[config.mk]
export PLATFORM = sky130hd
export DESIGN_NAME = cp0_regfile
export DESIGN_NICKNAME = d
export VERILOG_FILES = /design/src/rtl/cp0_regfile.sv
export SDC_FILE = /design/constraint.sdc
export NUM_CORES = 1
export LEC_CHECK = 0
export CAP_MARGIN = 40
export CELL_PAD_IN_SITES_DETAIL_PLACEMENT = 0
export CELL_PAD_IN_SITES_GLOBAL_PLACEMENT = 1
export CORE_UTILIZATION = 32
export DETAILED_ROUTE_END_ITERATION = 6
export HOLD_SLACK_MARGIN = 0.1
export PLACE_DENSITY_LB_ADDON = 0.1
export SLEW_MARGIN = 20
export SYNTH_ARGS = -nofsm -noshare
export SYNTH_HDL_FRONTEND = slang
export SYNTH_SLANG_ARGS = --single-unit
[constraint.sdc]
create_clock -name clk -period 3.15 [get_ports clk]
set_input_delay 0.63 -clock clk [delete_from_list [all_inputs] [get_ports clk]]
set_output_delay 0.63 -clock clk [all_outputs]
set_load 0.005 [all_outputs]
[src/rtl/cp0_regfile.sv]
// MIPS coprocessor-0 register file: exception commit, MTC0/MFC0, Count/Compare timer.
// Optional feature: define CP0_TIMER_INT_EN to raise timer_int_o on a Count/Compare match.
module cp0_regfile (
    input  logic        clk,
    input  logic        rst,
    input  logic        we_i,
    input  logic [4:0]  waddr_i,
    input  logic [31:0] data_i,
    input  logic [4:0]  raddr_i,
    input  logic [5:0]  int_i,
    input  logic [31:0] excepttype_i,
    input  logic [31:0] current_inst_addr_i,
    input  logic        is_in_delayslot_i,
    input  logic [31:0] bad_addr_i,
    output logic [31:0] data_o,
    output logic [31:0] status_o,
    output logic [31:0] cause_o,
    output logic [31:0] epc_o,
    output logic [31:0] count_o,
    output logic [31:0] compare_o,
    output logic [31:0] badvaddr_o,
    output logic        timer_int_o
);

    localparam logic [4:0] REG_BADVADDR = 5'd8;
    localparam logic [4:0] REG_COUNT    = 5'd9;
    localparam logic [4:0] REG_COMPARE  = 5'd11;
    localparam logic [4:0] REG_STATUS   = 5'd12;
    localparam logic [4:0] REG_CAUSE    = 5'd13;
    localparam logic [4:0] REG_EPC      = 5'd14;

    localparam logic [31:0] EXC_ERET     = 32'h0000_000E;
    localparam logic [31:0] STATUS_RESET = 32'h0040_0000;

    logic [31:0] badvaddr;
    logic [31:0] count;
    logic [31:0] compare;
    logic [31:0] status;
    logic [31:0] cause;
    logic [31:0] epc;
    logic        tick;

    logic        exc_take;
    logic        eret;
    logic [4:0]  exc_code;
    logic        exc_badaddr;

    assign exc_take    = (excepttype_i != 32'd0) && (excepttype_i != EXC_ERET);
    assign eret        = (excepttype_i == EXC_ERET);
    assign exc_code    = (excepttype_i == 32'h0000_0001) ? 5'd0 : excepttype_i[4:0];
    assign exc_badaddr = (excepttype_i == 32'h0000_0004) || (excepttype_i == 32'h0000_0005);

`ifdef CP0_TIMER_INT_EN
    logic timer_int;
    assign timer_int_o = timer_int;
`else
    assign timer_int_o = 1'b0;
`endif

    // NOTE: non-blocking assignments throughout; where two assignments hit the
    // same bits in one edge the later one wins, which gives MTC0 Count/Compare
    // writes priority over the increment and the timer match.
    always_ff @(posedge clk) begin
        if (rst) begin
            badvaddr <= 32'd0;
            count    <= 32'd0;
            compare  <= 32'd0;
            status   <= STATUS_RESET;
            cause    <= 32'd0;
            epc      <= 32'd0;
            tick     <= 1'b0;
`ifdef CP0_TIMER_INT_EN
            timer_int <= 1'b0;
`endif
        end else begin
            tick <= ~tick;
            if (tick) begin
                count <= count + 32'd1;
            end

`ifdef CP0_TIMER_INT_EN
            if ((compare != 32'd0) && (count == compare)) begin
                timer_int <= 1'b1;
            end
            cause[15] <= int_i[5] | timer_int;
`else
            cause[15] <= int_i[5];
`endif
            cause[14:10] <= int_i[4:0];

            // The MTC0 writer sits behind the faulting instruction and is flushed.
            if (exc_take) begin
                if (!status[1]) begin
                    epc       <= is_in_delayslot_i ? (current_inst_addr_i - 32'd4)
                                                   : current_inst_addr_i;
                    cause[31] <= is_in_delayslot_i;
                end
                status[1]  <= 1'b1;
                cause[6:2] <= exc_code;
                if (exc_badaddr) begin
                    badvaddr <= bad_addr_i;
                end
            end else if (eret) begin
                status[1] <= 1'b0;
            end else if (we_i) begin
                case (waddr_i)
                    REG_COUNT:   count <= data_i;
                    REG_COMPARE: begin
                        compare <= data_i;
`ifdef CP0_TIMER_INT_EN
                        timer_int <= 1'b0;
`endif
                    end
                    REG_STATUS:  status <= {9'd0, 1'b1, 6'd0, data_i[15:8], 6'd0, data_i[1:0]};
                    REG_CAUSE:   cause[9:8] <= data_i[9:8];
                    REG_EPC:     epc <= data_i;
                    default:     ;
                endcase
            end
        end
    end

    // NOTE: the default arm assigns data_o on every path, so no latch is inferred.
    always_comb begin
        data_o = 32'd0;
        case (raddr_i)
            REG_BADVADDR: data_o = badvaddr;
            REG_COUNT:    data_o = count;
            REG_COMPARE:  data_o = compare;
            REG_STATUS:   data_o = status;
            REG_CAUSE:    data_o = cause;
            REG_EPC:      data_o = epc;
            default:      data_o = 32'd0;
        endcase
    end

    assign status_o   = status;
    assign cause_o    = cause;
    assign epc_o      = epc;
    assign count_o    = count;
    assign compare_o  = compare;
    assign badvaddr_o = badvaddr;

endmodule
==> flow_metrics.tcl <==
set metrics [dict create \
    status "completed" \
    worst_slew_pin_slew_ps 831 \
    muxShareOfSynthArea 0.0257 \
    die_y_um 162 \
    ys_ff_latch 153 \
    final_common_cell "clkdlybuf4s50_1" \
    fp-row-count 58 \
    max-cap-violations 0 \
    synth_xor_xnor_area_share 0.0606 \
    slew-limit-headroom 0.442 \
    htreeDepth 4 \
    die_w_um 162 \
    async_flop_share 0 \
    area_growth_pct 58.4 \
    gp_congestion 0.846 \
    syn_inst 1003 \
    cts.sinks 153 \
    drtIter0Drc 673 \
    power_density_nw_per_um2 354 \
    pre_cts_slack_ps -113 \
    synthAdderAreaFrac 0.00304 \
    synth_top_area_cell "dfxtp_1" \
    io_pins 373 \
    drt_first_pass_iters 5 \
    end_kind "primary output" \
    design.core.area_um2 25200 \
    via_count 8936 \
    p_leak_nw 5.07 \
    syn_area_per_cell_um2 8.21 \
    synth.distinct_cells 63 \
    cts_tree "done" \
    cp_slowest_stage_delay_ps 480 \
    grt_max_degree 72 \
    whs_ps 474 \
    power_w 0.00462 \
    clk_root_buffer_cell "clkbuf_16" \
    postCtsHoldBufs 0 \
    fin_setup_tns_ps 0 \
    crit_top_cell "buf_12" \
    finClkSkew_ps 12.9 \
    fmax_mhz 321 \
    fillers 2451 \
    clkSlewWorstSetupHoldPaths_ps 60 \
    dr_wl_met3_um 2780 \
    highest_layer "met4" \
    ys.flop_type "dfxtp_1" \
    drive_gt1_frac 0.125 \
    syn_area_um2 8230 \
    synth-edff-count 0 \
    synth_simple_gate_area_frac 0.255 \
    fin_crit_sh 0.988 \
    timing.critical_path.required_ps 2520 \
    overflow 0 \
    synth_top_family_by_area "simple AND/OR/NAND/NOR gates" \
    yosys.area.top_type_share 0.372 \
    routedWlPerCell_um 21.1 \
    wl_um 36000 \
    seq_area_frac_synth 0.372 \
    io_buffers 331 \
    wl_met1_um 16400 \
    die_area_um2 26400 \
    insertion_delay_ps 430 \
    grt_pass1_vias 8305 \
    fin_nets 1511 \
    routed_via_density 5.25 \
    grt_usage 0.265 \
    antenna_found_initial 0 \
    numCtsBuffers 17 \
    arrival_ps 2480 \
    cp_max_fo 8 \
    grt_pass1_wl_um 52000 \
    ant_nets 0 \
    drv_slew 0 \
    synth_compound_area_frac 0.203 \
    fin_ws_ps 36.7 \
    startpoint_type "input port" \
    antennaDiodeCount 0 \
    yosys-top-cells-area "dfxtp_1, nand2_1, a21oi_1" \
    hp-class "flip-flop to flip-flop" \
    setup_viol 0 \
    ir_drop_mv 0.278 \
    route.detailed.drc 0 \
    min_period_ps 3110 \
    clockBufferDepth 2 \
    mostFrequentLayoutCells "clkdlybuf4s50_1, nand2_1, dfxtp_1" \
    start_util 0.327 \
    path_class "input port to primary output" \
    worst_path_max_delay_cell "clkdlybuf4s50_1" \
    finalHoldViolations 0 \
    met2WireLength_um 16200 \
    yosys_warnings 0 \
    dp_hpwl_um 27400 \
    cp_cell_sequence "clkdlybuf4s50_1, nand2b_4, nor3_4, buf_12, buf_12, buf_4, a222oi_1, nand2_1, dlygate4sd2_1" \
]
-- path summary, 6_finish.rpt --
check / startpoint / to / slack, ps / depth (start not counted)
max: raddr_i[1] / data_o[1] / 40 / 9
min: compare_o[16] / compare_o[16] / 470 / 2
max reg2reg: count_o[1] / count_o[28] / 760 / 7
min reg2reg: compare_o[16] / compare_o[16] / 470 / 2
-- kinds of logic (layout without fill, tap and decap cells) --
family	Yosys count	after routing
buf+inv	117	448
flops	153	153
other cells	2	41
fa+ha+maj	2	2
compound gates	237	237
mux	21	21
simple gates	414	414
xor+xnor	57	57
-- flip-flops by register name, summed over array words and instances, names as in the netlist --
signal,cells
epc_o,32
compare_o,32
badvaddr_o,32
cause_o,14
status_o,10
count_o,32
tick,1
-- per-layer routing --
layer | track usage | up-vias
li1 | - | 4213
met4 | 0.0733 | 0
met3 | 0.0591 | 33
met1 | 0.362 | 4250
met2 | 0.417 | 440
met5 | 0 | -
-- critical path: cells and delay by family --
| family | cells | cell delay [ps] |
|---|---|---|
| AOI/OAI and AO/OA | 1 | 300 |
| buffers and inverters | 5 | 1210 |
| and+or+nand+nor | 3 | 340 |
-- cell type report --
type	instances	area, um2	area share
multi-input combinational	772	4770	0.366
timing repair buffer	411	4200	0.322
sequential	153	3060	0.235
clock buffer	17	425	0.0326
tap	330	413	0.0317
clock inverter	14	140	0.0107
inverter	6	22.5	0.00173
-- power by group --
group / switching, W / leakage [nW] / internal, W / total (W)
Sequential: 0.0000417 / 1.24 / 0.00197 / 0.00201
Clock: 0.000918 / 0.254 / 0.00110 / 0.00202
Combinational: 0.000260 / 3.57 / 0.000326 / 0.000586
Total: 0.00122 / 5.07 / 0.00340 / 0.00462
-- repair_timing --
action / CTS / global route
gates cloned: 0 / 1
gates resized for setup: 23 / 28
hold endpoints to repair: 0 / 0
setup buffers: 0 / 11
pin swaps: 0 / 1
endpoints found under the setup margin: 32 / 22
-- per-stage QoR --
stage | std cells | instance area [um2] | utilization
after floorplan | 1042 | 8380 | -
after global placement | 1660 | 12200 | 0.485
after detailed placement | 1660 | 12200 | 0.485
after CTS | 1691 | 12800 | 0.509
after global routing | 1703 | 13000 | 0.518
final | 1703 | 13000 | 0.518
-- cells in the mapped netlist (8+ instances only) --
master,number
nand2_1,196
dfxtp_1,153
a21oi_1,87
nor2_1,69
clkbuf_1,48
buf_4,43
xnor2_1,34
a22oi_1,33
a211oi_1,28
nand3_1,25
xor2_1,23
mux2i_1,20
buf_2,17
nor3_1,17
a221o_1,15
a22o_1,15
nand4_1,14
o21ai_0,14
nand3b_1,11
a222oi_1,9
nand4b_1,9
nor2b_1,8
nor4_2,8
Power figures use the tool's default switching activity.
